===== src/rtl/multi_timer.sv =====
`default_nettype none
// ============================================================================
// Module      : multi_timer
// Description : Bus timer with NR_CHANNELS down-counting channels sharing one
//               programmable prescaler, sticky IRQ status and one masked IRQ.
// Revision    : 1.0 - initial release
// ============================================================================
module multi_timer #(
    parameter int DATA_WIDTH      = 32,
    parameter int ADDRESS_WIDTH   = 32,
    parameter int NR_CHANNELS     = 4,
    parameter int PRESCALER_WIDTH = 16
) (
    input  logic                      clk_i,
    input  logic                      rst_i,
    input  logic                      timer_req_i,
    input  logic                      timer_we_i,
    input  logic [DATA_WIDTH/8-1:0]   timer_be_i,
    input  logic [ADDRESS_WIDTH-1:0]  timer_addr_i,
    input  logic [DATA_WIDTH-1:0]     timer_wdata_i,
    output logic                      timer_rvalid_o,
    output logic [DATA_WIDTH-1:0]     timer_rdata_o,
    output logic                      timer_err_o,
    output logic                      timer_intr_o
);

    localparam int         c_nbytes = DATA_WIDTH / 8;
    localparam logic [5:0] c_nch    = 6'(NR_CHANNELS);

    typedef enum logic [0:0] {S_IDLE = 1'b0, S_RUN = 1'b1} ch_state_e;

    // Address decode: word index splits into a 16-byte group and a sub-register.
    logic [7:0] w_word;
    logic [5:0] w_grp, w_ch;
    logic [1:0] w_sub;
    logic       w_is_glb, w_ch_ok, w_bad_mode, w_err, w_wr, w_rd;
    logic       w_unused_addr;

    assign w_word        = timer_addr_i[9:2];
    assign w_grp         = w_word[7:2];
    assign w_sub         = w_word[1:0];
    assign w_ch          = w_grp - 6'd1;
    assign w_is_glb      = (w_grp == 6'd0);
    assign w_ch_ok       = !w_is_glb && (w_ch < c_nch);
    assign w_bad_mode    = timer_we_i && timer_be_i[0] && (timer_wdata_i[1:0] == 2'b11) && (w_sub == 2'd2);
    assign w_err         = !w_is_glb && (!w_ch_ok || (w_sub == 2'd3) || w_bad_mode);
    assign w_wr          = timer_req_i && timer_we_i && !w_err;
    assign w_rd          = timer_req_i && !timer_we_i && !w_err;
    assign w_unused_addr = ^{timer_addr_i[ADDRESS_WIDTH-1:10], timer_addr_i[1:0]};

    logic [DATA_WIDTH-1:0] w_bmask, w_wdat_m;
    for (genvar b = 0; b < c_nbytes; b++) begin : g_bmask
        assign w_bmask[8*b +: 8] = {8{timer_be_i[b]}};
    end
    assign w_wdat_m = timer_wdata_i & w_bmask;

    logic                       r_en, r_intr, r_rvalid, r_err;
    logic [PRESCALER_WIDTH-1:0] r_prescale, r_pcnt;
    logic [NR_CHANNELS-1:0]     r_status, r_enable, w_set, w_clr;
    logic [DATA_WIDTH-1:0]      r_rdata, w_rdata;
    logic                       w_tick;

    assign w_tick = r_en && (r_pcnt == r_prescale);
    assign w_clr  = (w_wr && w_is_glb && (w_sub == 2'd2)) ? w_wdat_m[NR_CHANNELS-1:0] : '0;

    logic [DATA_WIDTH-1:0] w_load_v  [NR_CHANNELS];
    logic [DATA_WIDTH-1:0] w_count_v [NR_CHANNELS];
    logic [1:0]            w_mode_v  [NR_CHANNELS];

    for (genvar n = 0; n < NR_CHANNELS; n++) begin : g_ch
        ch_state_e             r_state, w_state_d;
        logic [DATA_WIDTH-1:0] r_load, r_count, w_count_d;
        logic [1:0]            r_mode, w_mode_d;
        logic                  w_sel, w_cfg_wr, w_load_wr, w_expire;

        assign w_sel     = w_wr && !w_is_glb && (w_ch == 6'(n));
        assign w_cfg_wr  = w_sel && (w_sub == 2'd2) && timer_be_i[0];
        assign w_load_wr = w_sel && (w_sub == 2'd0);

        // A CFG write restarts the channel and takes priority over a same-cycle tick.
        always_comb begin
            w_state_d = r_state;
            w_count_d = r_count;
            w_mode_d  = r_mode;
            w_expire  = 1'b0;
            if (w_cfg_wr) begin
                w_mode_d = timer_wdata_i[1:0];
                if (timer_wdata_i[1:0] != 2'b00) begin
                    w_count_d = r_load;
                    w_state_d = S_RUN;
                end else begin
                    w_state_d = S_IDLE;
                end
            end else if (r_state == S_RUN && w_tick) begin
                if (r_count != '0) begin
                    w_count_d = r_count - 1'b1;
                end else begin
                    w_expire = 1'b1;
                    if (r_mode == 2'd2) begin
                        w_count_d = r_load;
                    end else begin
                        w_mode_d  = 2'd0;
                        w_state_d = S_IDLE;
                    end
                end
            end
        end

        always_ff @(posedge clk_i) begin
            if (rst_i) begin
                r_state <= S_IDLE;
                r_load  <= '0;
                r_count <= '0;
                r_mode  <= 2'd0;
            end else begin
                r_state <= w_state_d;
                r_count <= w_count_d;
                r_mode  <= w_mode_d;
                if (w_load_wr) r_load <= (r_load & ~w_bmask) | w_wdat_m;
            end
        end

        assign w_set[n]     = w_expire;
        assign w_load_v[n]  = r_load;
        assign w_count_v[n] = r_count;
        assign w_mode_v[n]  = r_mode;
    end

    always_comb begin
        w_rdata = '0;
        if (w_is_glb) begin
            case (w_sub)
                2'd0:    w_rdata[0] = r_en;
                2'd1:    w_rdata[PRESCALER_WIDTH-1:0] = r_prescale;
                2'd2:    w_rdata[NR_CHANNELS-1:0] = r_status;
                default: w_rdata[NR_CHANNELS-1:0] = r_enable;
            endcase
        end else begin
            for (int i = 0; i < NR_CHANNELS; i++) begin
                if (w_ch == 6'(i)) begin
                    case (w_sub)
                        2'd0:    w_rdata = w_load_v[i];
                        2'd1:    w_rdata = w_count_v[i];
                        2'd2:    w_rdata[1:0] = w_mode_v[i];
                        default: w_rdata = '0;
                    endcase
                end
            end
        end
    end

    always_ff @(posedge clk_i) begin
        if (rst_i) begin
            r_en       <= 1'b0;
            r_prescale <= '0;
            r_pcnt     <= '0;
            r_status   <= '0;
            r_enable   <= '0;
            r_intr     <= 1'b0;
            r_rvalid   <= 1'b0;
            r_err      <= 1'b0;
            r_rdata    <= '0;
        end else begin
            if (w_wr && w_is_glb && (w_sub == 2'd0) && timer_be_i[0]) r_en <= timer_wdata_i[0];
            if (w_wr && w_is_glb && (w_sub == 2'd1)) begin
                r_prescale <= (r_prescale & ~w_bmask[PRESCALER_WIDTH-1:0]) | w_wdat_m[PRESCALER_WIDTH-1:0];
                r_pcnt     <= '0;
            end else if (r_en) begin
                r_pcnt <= w_tick ? '0 : r_pcnt + 1'b1;
            end
            // Hardware set is OR-ed after the clear so a coincident expiry wins.
            r_status <= (r_status & ~w_clr) | w_set;
            if (w_wr && w_is_glb && (w_sub == 2'd3))
                r_enable <= (r_enable & ~w_bmask[NR_CHANNELS-1:0]) | w_wdat_m[NR_CHANNELS-1:0];
            r_intr   <= |(r_status & r_enable);
            r_rvalid <= timer_req_i;
            r_err    <= timer_req_i && w_err;
            r_rdata  <= w_rd ? w_rdata : '0;
        end
    end

    assign timer_rvalid_o = r_rvalid;
    assign timer_rdata_o  = r_rdata;
    assign timer_err_o    = r_err;
    assign timer_intr_o   = r_intr;

endmodule
`default_nettype wire


===== config.mk =====
export PLATFORM = sky130hd
export DESIGN_NAME = multi_timer
export DESIGN_NICKNAME = d
export VERILOG_FILES = /design/src/rtl/multi_timer.sv
export SDC_FILE = /design/constraint.sdc
export NUM_CORES = 1
export LEC_CHECK = 0
export CAP_MARGIN = 5
export CELL_PAD_IN_SITES_DETAIL_PLACEMENT = 1
export CELL_PAD_IN_SITES_GLOBAL_PLACEMENT = 1
export CORE_MARGIN = 4
export CORE_UTILIZATION = 41
export CTS_CLUSTER_DIAMETER = 40
export DETAILED_ROUTE_END_ITERATION = 8
export PLACE_DENSITY_LB_ADDON = 0.1
export SETUP_SLACK_MARGIN = 0.3
export SLEW_MARGIN = 0
export SYNTH_ARGS = -nofsm -noshare
export SYNTH_HDL_FRONTEND = slang
export SYNTH_SLANG_ARGS = --single-unit

===== constraint.sdc =====
create_clock -name clk_i -period 2.7 [get_ports clk_i]
set_clock_uncertainty 0.1 [all_clocks]
set_input_delay 0.54 -clock clk_i [delete_from_list [all_inputs] [get_ports clk_i]]
set_output_delay 0.54 -clock clk_i [all_outputs]
set_load 0.01 [all_outputs]

==> impl_metrics.csv <==
group,metric,value,unit
run_status,result_of_the_run,"finished, violations left",
run_status,failed_checks,"setup timing",
finish,syn_to_final_growth,51.6,%
place,place_congestion,0.921,
timing,maxClockFrequency,339,MHz
setup_path,path_cells,"xor2_4 -> or4_4 -> or4b_4 -> o41ai_2 -> buf_4 -> buf_6 -> buf_12 -> o21ai_2 -> a21oi_1",
setup_path,criticalPathCategory,"reg2reg",
finish,mostFrequentLayoutCells,"sky130_fd_sc_hd__buf_4, sky130_fd_sc_hd__dfxtp_1, sky130_fd_sc_hd__nand2_1, sky130_fd_sc_hd__a21oi_1, sky130_fd_sc_hd__nand3_1",
drt,detail_route.wirelength.met1,39000,µm
finish,share_of_cells_above_drive_strength_1,0.323,
global_routing,first_global_vias,23645,
drt,route.antenna.remaining_nets,0,
drt,top_layer_used,"met5",
drt,met3_length,8400,µm
cts,clock_latency,0.60,ns
finish,non_filler_instance_count_after_layout,3554,
global_routing,track_usage,0.360,
timing,finalMaxSlewViolations,0,
synthesis,synth-main-ff-cell,"sky130_fd_sc_hd__dfxtp_1",
cts,tritoncts,"built",
die,top_level_ports,107,
synthesis,yosys.area.top_type_share,0.361,
synthesis,ys_seq_elements,344,
timing,min_period,2.95,ns
place,dpl.hpwl,61700,µm
synthesis,synthesis.area_per_instance,7.65,µm²
synthesis,seq_area_frac_synth,0.361,
die,chipWidth,224,µm
timing,finalSetupViolCount,74,
drt,firstDrtPassIters,5,
synthesis,netlist_instances,2492,
cts,cts_buffer_depth,3,
drt,detailroute.wirelength.met2,46700,µm
synthesis,synth_top_cell_by_area,"sky130_fd_sc_hd__dfxtp_1",
timing,hold_viol_final,0,
worst_hold_path,hold_class,"in2reg",
setup_path,worstSetupStartpointType,"register",
cts,cts.sink_count,344,
synthesis,netlist_area,0.0191,mm²
finish,mostFrequentLayoutCell,"sky130_fd_sc_hd__buf_4",
global_routing,largest_net_degree_at_the_start_of_global_routing,99,
finish,fill_cells,5156,
timing,period_share,1.09,
drt,drt_first_iter_violations,2415,
die,floorplan.rows,78,
cts,cts.clk_slew.worst_paths,0.05,ns
place,pre_cts_worst_setup_slack,-0.626,ns
place,port_buffer_count,82,
timing,relSlewSlack,0.485,
timing,worst-slew-pin-transition,0.773,ns
setup_path,timing.critical_path.slowest_cell_delay,0.63,ns
pwr,p_per_area,499,mW/mm²
finish,fin_nets,2984,
global_routing,grt_first_pass_wirelength,142000,µm
setup_path,worst-endpoint-required,3.11,ns
setup_path,timing.critical_path.slowest_stage_cell,"sky130_fd_sc_hd__or4b_4",
cts,cts.hold.buffers_added,0,
cts,cts_root_buf,"sky130_fd_sc_hd__clkbuf_16",
setup_path,crit_arrival,3.35,ns
synthesis,post_synthesis_net_count,2573,
synthesis,post_synth_main_area_contributors,"sky130_fd_sc_hd__dfxtp_1, sky130_fd_sc_hd__a21oi_1, sky130_fd_sc_hd__mux2i_1, sky130_fd_sc_hd__nand2_1, sky130_fd_sc_hd__nand3_1",
cts,cts-htree-levels,3,
drt,drt_drc_violations_left,0,
die,floorplan.initialDensity,0.417,
cts,cts_inserted_buffers,66,
global_routing,grt_antenna_before_repair,2,
synthesis,number_of_enable_flip_flop_cells_after_synthesis,0,
timing,rsz_0062_raised_after_global_routing,"true",
flow_run,timing.max_cap.violations,0,
setup_path,critical_path.max_fanout,7,
timing,post-route-worst-setup-slack,-0.248,ns
drt,routed_via_density,6.64,
drt,vias_post_dr,23594,
drt,routedWlPerCell,28.5,µm
synthesis,ys.warnings.count,0,
die,fp.coreArea,0.0457,mm²
drt,postRouteWirelength,101000,µm
finish,final_core_utilization,0.633,
synthesis,synthDistinctLibCells,74,
synthesis,ys_async_sr_fraction,0,
die,fp.dieH,224,µm
place,dpl.cell_count,3341,
finish,num_antenna_cells,0,
setup_path,element_type_at_the_critical_path_end,"register",
pwr,vdd_ir_drop_max,0.000464,V
die,floorplan.die_area,0.0500,mm²
pwr,power.leakage,10.9,nW
global_routing,grt_overflow_total,0,
path summary, 6_finish.rpt:
kind	startpoint	to	slack, ns	cells past startpoint
setup / recovery	r_pcnt[7]$_SDFFE_PP0P_	g_ch[0].r_count[5]$_SDFFE_PP0P_	-0.25	9
hold / removal	rst_i	r_status[1]$_SDFF_PP0_	0.22	2
hold reg to reg	register	register	0.38	2
setup reg to reg	r_pcnt[7]$_SDFFE_PP0P_	g_ch[0].r_count[5]$_SDFFE_PP0P_	-0.25	9
power by group:
| group | leakage [nW] | switching, mW | internal, mW |
|---|---|---|---|
| Clock | 1.14 | 3.05 | 5.70 |
| Combinational | 6.99 | 0.395 | 0.201 |
| Sequential | 2.78 | 0.000833 | 5.08 |
cell usage after synthesis (13+ instances only):
library cell	instances
sky130_fd_sc_hd__dfxtp_1	344
sky130_fd_sc_hd__a21oi_1	313
sky130_fd_sc_hd__nand2_1	304
sky130_fd_sc_hd__nand3_1	193
sky130_fd_sc_hd__nor2_1	184
sky130_fd_sc_hd__clkbuf_1	179
sky130_fd_sc_hd__mux2i_1	126
sky130_fd_sc_hd__o21ai_0	112
sky130_fd_sc_hd__nor3_1	104
sky130_fd_sc_hd__nor4_1	65
sky130_fd_sc_hd__o32ai_1	40
sky130_fd_sc_hd__a211oi_1	35
sky130_fd_sc_hd__o22ai_1	35
sky130_fd_sc_hd__mux2_2	32
sky130_fd_sc_hd__or3_1	27
sky130_fd_sc_hd__inv_1	26
sky130_fd_sc_hd__nand4_1	25
sky130_fd_sc_hd__or4_1	25
sky130_fd_sc_hd__o211ai_1	22
sky130_fd_sc_hd__xor2_1	21
sky130_fd_sc_hd__and2_1	19
sky130_fd_sc_hd__a21o_1	18
sky130_fd_sc_hd__nand2b_1	15
sky130_fd_sc_hd__a21boi_0	13
sky130_fd_sc_hd__or2_2	13
layout make-up:
class                      instances  area (µm²)  share of cell area
clock buffer                      87        1920              0.0663
clock inverter                    32         413              0.0143
inverter                          26         100             0.00346
multi-input combinational       1923       13200               0.456
sequential                       344        6920               0.240
tap                              600         751              0.0260
timing repair buffer             542        5620               0.194
logic make-up after synthesis:
| family | Yosys count | share of synthesized area |
|---|---|---|
| fa+ha+maj | 9 | 0.00591 |
| simple gates | 1035 | 0.264 |
| buf+inv | 225 | 0.0457 |
| flops | 344 | 0.361 |
| mux | 159 | 0.0862 |
| xor+xnor | 30 | 0.0138 |
| compound gates | 690 | 0.223 |
worst max-delay path, delay by kind of cell (launching register included):
family / cells / cell delay, ns
XOR/XNOR: 1 / 0.19
AND/OR/NAND/NOR: 2 / 1.18
buffers and inverters: 3 / 0.46
flip-flops: 1 / 0.37
AO/OA/AOI/OAI: 3 / 0.56
what timing repair did:
action | CTS | global route
pin swaps | 97 | 85
resized for setup | 240 | 232
setup endpoints to repair | 250 | 283
buffers inserted | 55 | 17
hold endpoints to repair | 0 | 0
gates cloned | 15 | 7
through the flow:
stage / cell area, µm² / total power, mW / setup TNS, ns / hold slack, ns
after CTS: 27500 / 14.4 / -0.848 / 0.196
final: 28900 / 14.4 / -6.92 / 0.218
after detailed placement: 23500 / 5.73 / -108.88 / 0.366
after global placement: 23500 / 5.73 / -95.06 / 0.358
after floorplan: 19500 / 5.43 / -0.325 / 0.343
after global routing: 28900 / 14.7 / -9.23 / 0.233
routing by layer:
metal / GRT usage / vias up
met5: 0 / -
met4: 0.187 / 2
met3: 0.0702 / 454
met2: 0.586 / 1411
met1: 0.454 / 11660
li1: - / 10067
No activity file was read; power rests on OpenSTA's default activity.
